**config.mk**
```make
export PLATFORM = sky130hd
export DESIGN_NAME = frame_cmd_scheduler
export DESIGN_NICKNAME = d
export VERILOG_FILES = /design/src/rtl/frame_cmd_scheduler.sv
export SDC_FILE = /design/constraint.sdc
export NUM_CORES = 1
export LEC_CHECK = 0
export ABC_AREA = 0
export CAP_MARGIN = 10
export CORE_UTILIZATION = 43
export CTS_CLUSTER_DIAMETER = 80
export CTS_CLUSTER_SIZE = 12
export DETAILED_ROUTE_END_ITERATION = 7
export PLACE_DENSITY_LB_ADDON = 0.3
export SETUP_SLACK_MARGIN = 0.3
export SYNTH_ARGS = -nofsm -noshare
export SYNTH_HDL_FRONTEND = slang
export SYNTH_SLANG_ARGS = --single-unit
```
**constraint.sdc**
```tcl
create_clock -name clk -period 6.36 [get_ports clk]
set_clock_uncertainty 0.05 [all_clocks]
set_input_delay 1.59 -clock clk [delete_from_list [all_inputs] [get_ports clk]]
set_output_delay 1.59 -clock clk [all_outputs]
set_load 0.01 [all_outputs]
```
**src/rtl/frame_cmd_scheduler.sv**
```systemverilog
// Queues host command writes and releases them onto the shared sprite
// command bus only during vertical blanking, one frame group per vblank.
module frame_cmd_scheduler #(
  parameter int unsigned DEPTH      = 16,
  parameter int unsigned V_ACTIVE   = 480,
  parameter logic [5:0]  BARRIER_ID = 6'b111111
) (
  input  logic        clk,
  input  logic        reset,
  input  logic        avl_chipselect,
  input  logic        avl_write,
  input  logic [31:0] avl_writedata,
  input  logic [9:0]  hcount,
  input  logic [9:0]  vcount,
  output logic [31:0] writedata,
  output logic        fifo_full,
  output logic        fifo_empty,
  output logic        overflow,
  output logic [7:0]  frame_count
);

  localparam int unsigned AW = (DEPTH > 1) ? $clog2(DEPTH) : 1;
  localparam int unsigned CW = AW + 1;

  typedef enum logic [1:0] {
    ST_ACTIVE = 2'd0,
    ST_DRAIN  = 2'd1,
    ST_DONE   = 2'd2
  } state_t;

  state_t        state;
  state_t        state_nxt;

  logic [31:0]   mem [DEPTH];
  logic [AW-1:0] wr_ptr;
  logic [AW-1:0] rd_ptr;
  logic [CW-1:0] count;

  logic          wr_req;
  logic          push;
  logic          pop;
  logic          frame_inc;
  logic          vblank;
  logic          vblank_start;
  logic [31:0]   head;
  logic          head_is_barrier;
  logic [31:0]   writedata_nxt;

  // Status flags and blanking decode, all from the pre-cycle count
  assign fifo_full       = (count == CW'(DEPTH));
  assign fifo_empty      = (count == '0);
  assign vblank          = (vcount >= 10'(V_ACTIVE));
  assign vblank_start    = (vcount == 10'(V_ACTIVE)) && (hcount == 10'd0);
  assign wr_req          = avl_chipselect && avl_write;
  assign push            = wr_req && !fifo_full;
  assign head            = mem[rd_ptr];
  assign head_is_barrier = (head[31:26] == BARRIER_ID);

  // State register
  always_ff @(posedge clk) begin
    if (reset) state <= ST_ACTIVE;
    else       state <= state_nxt;
  end

  // Next state, pop decision and next bus word; leaving vblank beats a pop
  always_comb begin
    state_nxt     = state;
    pop           = 1'b0;
    frame_inc     = 1'b0;
    writedata_nxt = 32'h0;
    case (state)
      ST_ACTIVE: begin
        if (vblank_start) state_nxt = ST_DRAIN;
      end
      ST_DRAIN: begin
        if (!vblank) begin
          state_nxt = ST_ACTIVE;
        end else if (!fifo_empty) begin
          pop = 1'b1;
          if (head_is_barrier) begin
            frame_inc = 1'b1;
            state_nxt = ST_DONE;
          end else begin
            writedata_nxt = head;
          end
        end
      end
      ST_DONE: begin
        if (!vblank) state_nxt = ST_ACTIVE;
      end
      default: state_nxt = ST_ACTIVE;
    endcase
  end

  // FIFO storage; no reset needed since pointers/count gate validity
  always_ff @(posedge clk) begin
    if (push) mem[wr_ptr] <= avl_writedata;
  end

  // FIFO pointers and occupancy
  always_ff @(posedge clk) begin
    if (reset) begin
      wr_ptr <= '0;
      rd_ptr <= '0;
      count  <= '0;
    end else begin
      if (push) wr_ptr <= wr_ptr + AW'(1);
      if (pop)  rd_ptr <= rd_ptr + AW'(1);
      case ({push, pop})
        2'b10:   count <= count + CW'(1);
        2'b01:   count <= count - CW'(1);
        default: count <= count;
      endcase
    end
  end

  // Registered bus word, sticky overflow and frame counter
  always_ff @(posedge clk) begin
    if (reset) begin
      writedata   <= 32'h0;
      overflow    <= 1'b0;
      frame_count <= 8'h0;
    end else begin
      writedata <= writedata_nxt;
      if (wr_req && fifo_full) overflow <= 1'b1;
      if (frame_inc) frame_count <= frame_count + 8'd1;
    end
  end

endmodule
```
# == Word level (Yosys, flattened, before mapping) ==
# Memories as Yosys holds them, arrays and structs flattened. A register that Yosys moved wholly into a read port is not among the register bits.
# Cells that the tools add are included.
# W data, S select, Z words.
# op_classes
muxes,18
n_eq_ne,11
n_reduce_logical,11
magnitude_cmp,1
bitwise,2
addsub,5
# ops
op,n
$eq A10 B9 Y1 const B,1
$ge A10 B9 Y1 const B,1
$logic_not A10 Y1,1
$mux W2,5
$pmux W5 S2,1
$mux W1,9
$add A4 B1 Y4 const B,2
$add A8 B1 Y8 const B,1
$mux W4,2
$eq A6 B6 Y1 const B,1
$ne A3 B3 Y1 const B,2
$pmux W2 S3,1
$add A5 B1 Y5 const B,1
$eq A5 B5 Y1 const B,1
$logic_not A5 Y1,1
$reduce_or A5 Y1,1
$sub A5 B1 Y5 const B,1
$eq A2 B1 Y1 const B,2
$eq A2 B2 Y1 const B,2
$logic_and A1 B1 Y1,4
$ne A2 B2 Y1 const B,2
$reduce_and A4 Y1,1
$logic_not A2 Y1,1
$not A1 Y1,2
other kinds (2),2
# word_totals
mem_bits_rw,512
out_inout_bits,43
ff_bits,56
elab_cells,56
in_bits,56
mem_count,1
# mem_list
name,depth,word_bits,read_ports,rd_ports_with_merged_regs,write_ports,line_no,rtl
mem,16,32,1,1,1,34,logic [31:0] mem [DEPTH];

# == Depth between registers and ports, before layout ==
# logic_depth
depth_word,6
mapped_depth,13
mapped_depth_nobuf,11

# == Worst setup path after synthesis ==
# OpenSTA, ideal clock, no wires.
# synth_timing
path_kind,input port to flip-flop
start,input avl_chipselect
end,"memory mem[3][0], enable pin"
setup_ns,0.461
path_buffers,1
cell_stages,5
arrival_ns,4.526
path_slack_ns,1.323
t_required_ns,5.849
path_cell_list,nand2_1 > a21oi_1 > clkbuf_1 > nand2_1 > nor3_1
# synth_via
elab_chain_len,4
# synth_rtl
element,line_no,rtl
from (decl),10,"input logic avl_chipselect,"
$logic_and A1 B1 Y1,54,assign wr_req = avl_chipselect && avl_write;
$logic_and A1 B1 Y1,55,assign push = wr_req && !fifo_full;
$mux W1,97,if (push) mem[wr_ptr] <= avl_writedata;
$mux W1 (not written as such),97,
to (decl),34,
# No other way between the ends.

# == Worst setup path after layout ==
# layout_timing
start,input avl_write
end,register count[4]
# layout_via
elab_chain_len,4
elab_cells_between_ends,6
classes_between,eq/ne: 2; mux: 1; reduce/logical: 3
# layout_rtl
element,line_no,rtl
from (decl),11,"input logic avl_write,"
$logic_and A1 B1 Y1 (*),54,
$logic_and A1 B1 Y1 (*),55,
$eq A2 B1 Y1 or $eq A2 B2 Y1 (tied branches),109,"case ({push, pop})"
$pmux W5 S2 or $reduce_bool A2 Y1 (tied branches),-,
to (signal assigned),110,2'b10: count <= count + CW'(1);
to (signal assigned),111,2'b01: count <= count - CW'(1);
to (signal assigned),112,default: count <= count;
to (decl),37,logic [CW-1:0] count;
# Mark *: on every way between the ends. The rest lies on a longest branch, timed or not.
# A chain may end at the register's enable or synchronous reset.

==> key figures <==
Outcome
  • Outcome: finished, final reports clean

Power
  • Share of power burned in registers: a little under three fifths
  • Combinational Power Share: under 10%
  • Clock power frac: between 40% and 50%
  • Power per Cell Area: approximately 290 nW/um^2
  • Leak: between 7 and 8 nW
  • Final total power: between 7 and 8 mW
  • Internal power: 5.793 mW
  • Switching portion of total power: 19.62%
  • VDD IR max: ~0.22 mV
  • Net Sw Power: roughly 1.4 mW

Run
  • Max_cap viols: 0

Drt
  • Via/cell ratio: between 5 and 6
  • WL final: ~47 mm
  • 1st-iter DRT viols: slightly below 800
  • Antenna-violating nets left: 0
  • DR vias: around 10,000
  • Routed len/inst: roughly 25 um
  • DRC: 0
  • DR pass1 iterations: 5

Placement
  • Post-place setup slack: between 1000 and 1500 ps
  • Detail Placement HPWL: roughly 26 mm
  • RePlAce Congestion: just over 0.7
  • Port-buffer cells: between 90 and 100

Clocking
  • Htree depth: 2
  • CTS Buf Count: between 50 and 60
  • Hold buffer count at CTS: 0
  • TritonCTS clock tree: built
  • Clock slew at reported path FFs: ~60 ps
  • CTS resizes: 0
  • Setup bufs post-CTS: 0
  • Clock Tree Buf Depth: 3
  • Clk root buf: clkbuf_16
  • CTS sink count: 572
  • Clk_lat worst skew: ~600 ps

Floorplanning
  • Die Ht: about 230 um
  • Core region area: 50,170 sq um
  • FP Rows: between 80 and 90
  • Die W: between 200 and 250 um
  • Initial Util: around 44%
  • Die area: 51,690 sq um
  • Ports: 99

STA
  • Tmin final: 4317 ps
  • Fin. Hold Viols: 0
  • Setup TNS: 0 ps
  • Final worst-path cycle share: 67.88%
  • Least-Margin Pin Slew: 1108 ps
  • Final WS setup: between 2000 and 2500 ps
  • Max-slew headroom: a little over a quarter
  • Final setup fails: 0
  • Fmax: 231.6 MHz
  • Max Slew Vio Count: 0
  • RSZ-0062 raised after global routing: false

Critical path
  • Crit-path max FO: 13
  • Crit start category: input pin
  • Worst path slowest cell: a21oi_1
  • Top delay family on crit path: compound AO/OA/AOI/OAI gates
  • Crit-path cells: clkdlybuf4s50_1, nand2_1, a21oi_1, inv_1, ha_1, ha_1, o21ai_0, o31ai_1, o22ai_1, or3b_2
  • Slowest stage delay, CP: approximately 710 ps
  • Crit path required time: just under 7000 ps
  • Kind of critical path: in -> reg
  • CP endpoint kind: register
  • Buf/Inv on CP: 2
  • CP dominant cell by count: ha_1
  • CP arrival: between 4000 and 5000 ps

Yosys
  • Post-synth EDFFs: 512
  • Most common cell in the synthesized netlist: edfxtp_1
  • Post-Syn Instances: roughly 1,000
  • Top post-synthesis cells by count: 512 x edfxtp_1, 143 x mux4_2, 60 x dfxtp_1, 42 x nor2_1, 31 x and2_1
  • Cell variety after synth: 53
  • Synth Warn #: 0
  • Area leader, netlist: edfxtp_1
  • Synthesized net count: 1,076
  • Seq cells post-synth: about 570
  • Sequential share of the synthesized area: between 70% and 80%
  • Syn_area_per_cell: 21.60 sq um
  • Post-synth ARST share: 0%
  • Synth area leaders: edfxtp_1 70%, mux4_2 15%, dfxtp_1 5.5%
  • Top cell type's share of synthesized area: 70.41%
  • Mapped Area: between 20,000 and 25,000 sq um
  • Post-synth top flop: edfxtp_1

Cells and area
  • Filler cells: between 3,000 and 4,000
  • Layout cell share with drive strength beyond 1: 22.22%
  • Area Overhead vs Synth: 15.64%
  • Core Util, Final: between 50% and 60%
  • Final nets: between 1,000 and 1,500

Global routing
  • Global-route wire length before repair: slightly below 70 mm
  • Initial antenna violation count: 0
  • Grt ovf: 0
  • Largest net degree at the start of global routing: 72
  • GRT Util Overall: between 10% and 20%
  • Vias in the first global route: about 11,000

Hold path
  • Worst min-delay path class: reg -> reg
path summary, 6_finish.rpt:
check	start	endpoint	slack (ps)	depth (start not counted)
worst max register to register	register	writedata[16]	2490	8
worst max-delay path	avl_write	count[4]	2040	10
worst min-delay path	overflow	overflow	440	2
worst min register to register	overflow	overflow	440	2
tightest hold or removal path: stages (launching register included):
cell	delay, ps
dfxtp_1	330
a31oi_1	40
nor2_1	70
logic make-up after synthesis:
kind of cell / share of synthesized area, %
AOI/OAI and AO/OA: 1.404
xor gates and xnor gates: 0.4011
and+or+nand+nor: 3.747
adders and majority gates: 0.5157
buffers and inverters: 1.570
DFF: 75.91
muxes: 16.46
cell type report:
type                            instances  area (sq um)  share of cell area, %
Clock inverter                          2         12.51                0.04955
Tap cell                              672         840.8                  3.330
Sequential cell                       572         16580                  65.68
Multi-Input combinational cell        381          5029                  19.91
Antenna cell                            2         5.005                0.01982
Clock buffer                           98          1548                  6.129
Timing Repair Buffer                  128          1206                  4.777
Inverter                                7         26.28                 0.1041
placed cells by master (no fill, tap or decap), drive strengths merged, types with 2 or more instances in the layout:
master and instances:
edfxtp 512, mux4 150, clkdlybuf4s50 98, clkbuf 98, dfxtp 60, nor2 42
and2 31, buf 30, nand2 16, nand3 12, mux2i 11, nor2b 10
a21oi 9, nand4 9, ha 9, xor2 8, inv 8, mux2 7
a22oi 7, nor3 7, nand2b 6, nor4 5, a221oi 4, o21ai 4
o21bai 3, or3 3, and2b 3, diode 2, and4 2, and3 2
xnor2 2, o31ai 2, a31oi 2, a21boi 2, or4 2
per-stage QoR:
step / instances / hold slack [ps] / cell area [sq um]
after floorplan: 1011 / 422.5 / 21840
after global placement: 1760 / 400.8 / 23690
after detailed placement: 1760 / 425.0 / 23690
after CTS: 1860 / 439.8 / 25250
after global routing: 1860 / 454.7 / 25250
final: 1862 / 435.7 / 25250
state kept, by name (all words and copies together), names as in the netlist, named ones only:
signal / cells
mem: 512
count: 5
overflow: 1
rd_ptr: 4
frame_count: 8
state: 2
writedata: 32
wr_ptr: 4
power groups by stage:
stage	registers [mW]	clock network, mW	logic (mW)
3_3_place_gp	4.19	0	0.145
2_1_floorplan	4.19	0	0.0470
4_1_cts	4.11	3.01	0.150
3_5_place_dp	4.19	0	0.150
5_1_grt	4.11	3.15	0.161
6_report	4.11	2.94	0.148
metal layers:
metal	GRT usage, %	routed length [um]	vias to the layer above
li1	-	-	4457
met1	25.39	20010	5478
met2	31.33	23580	244
met3	2.930	2057	71
met4	5.802	1059	0
met5	0	0	-
(Power assumes the default switching activity.)
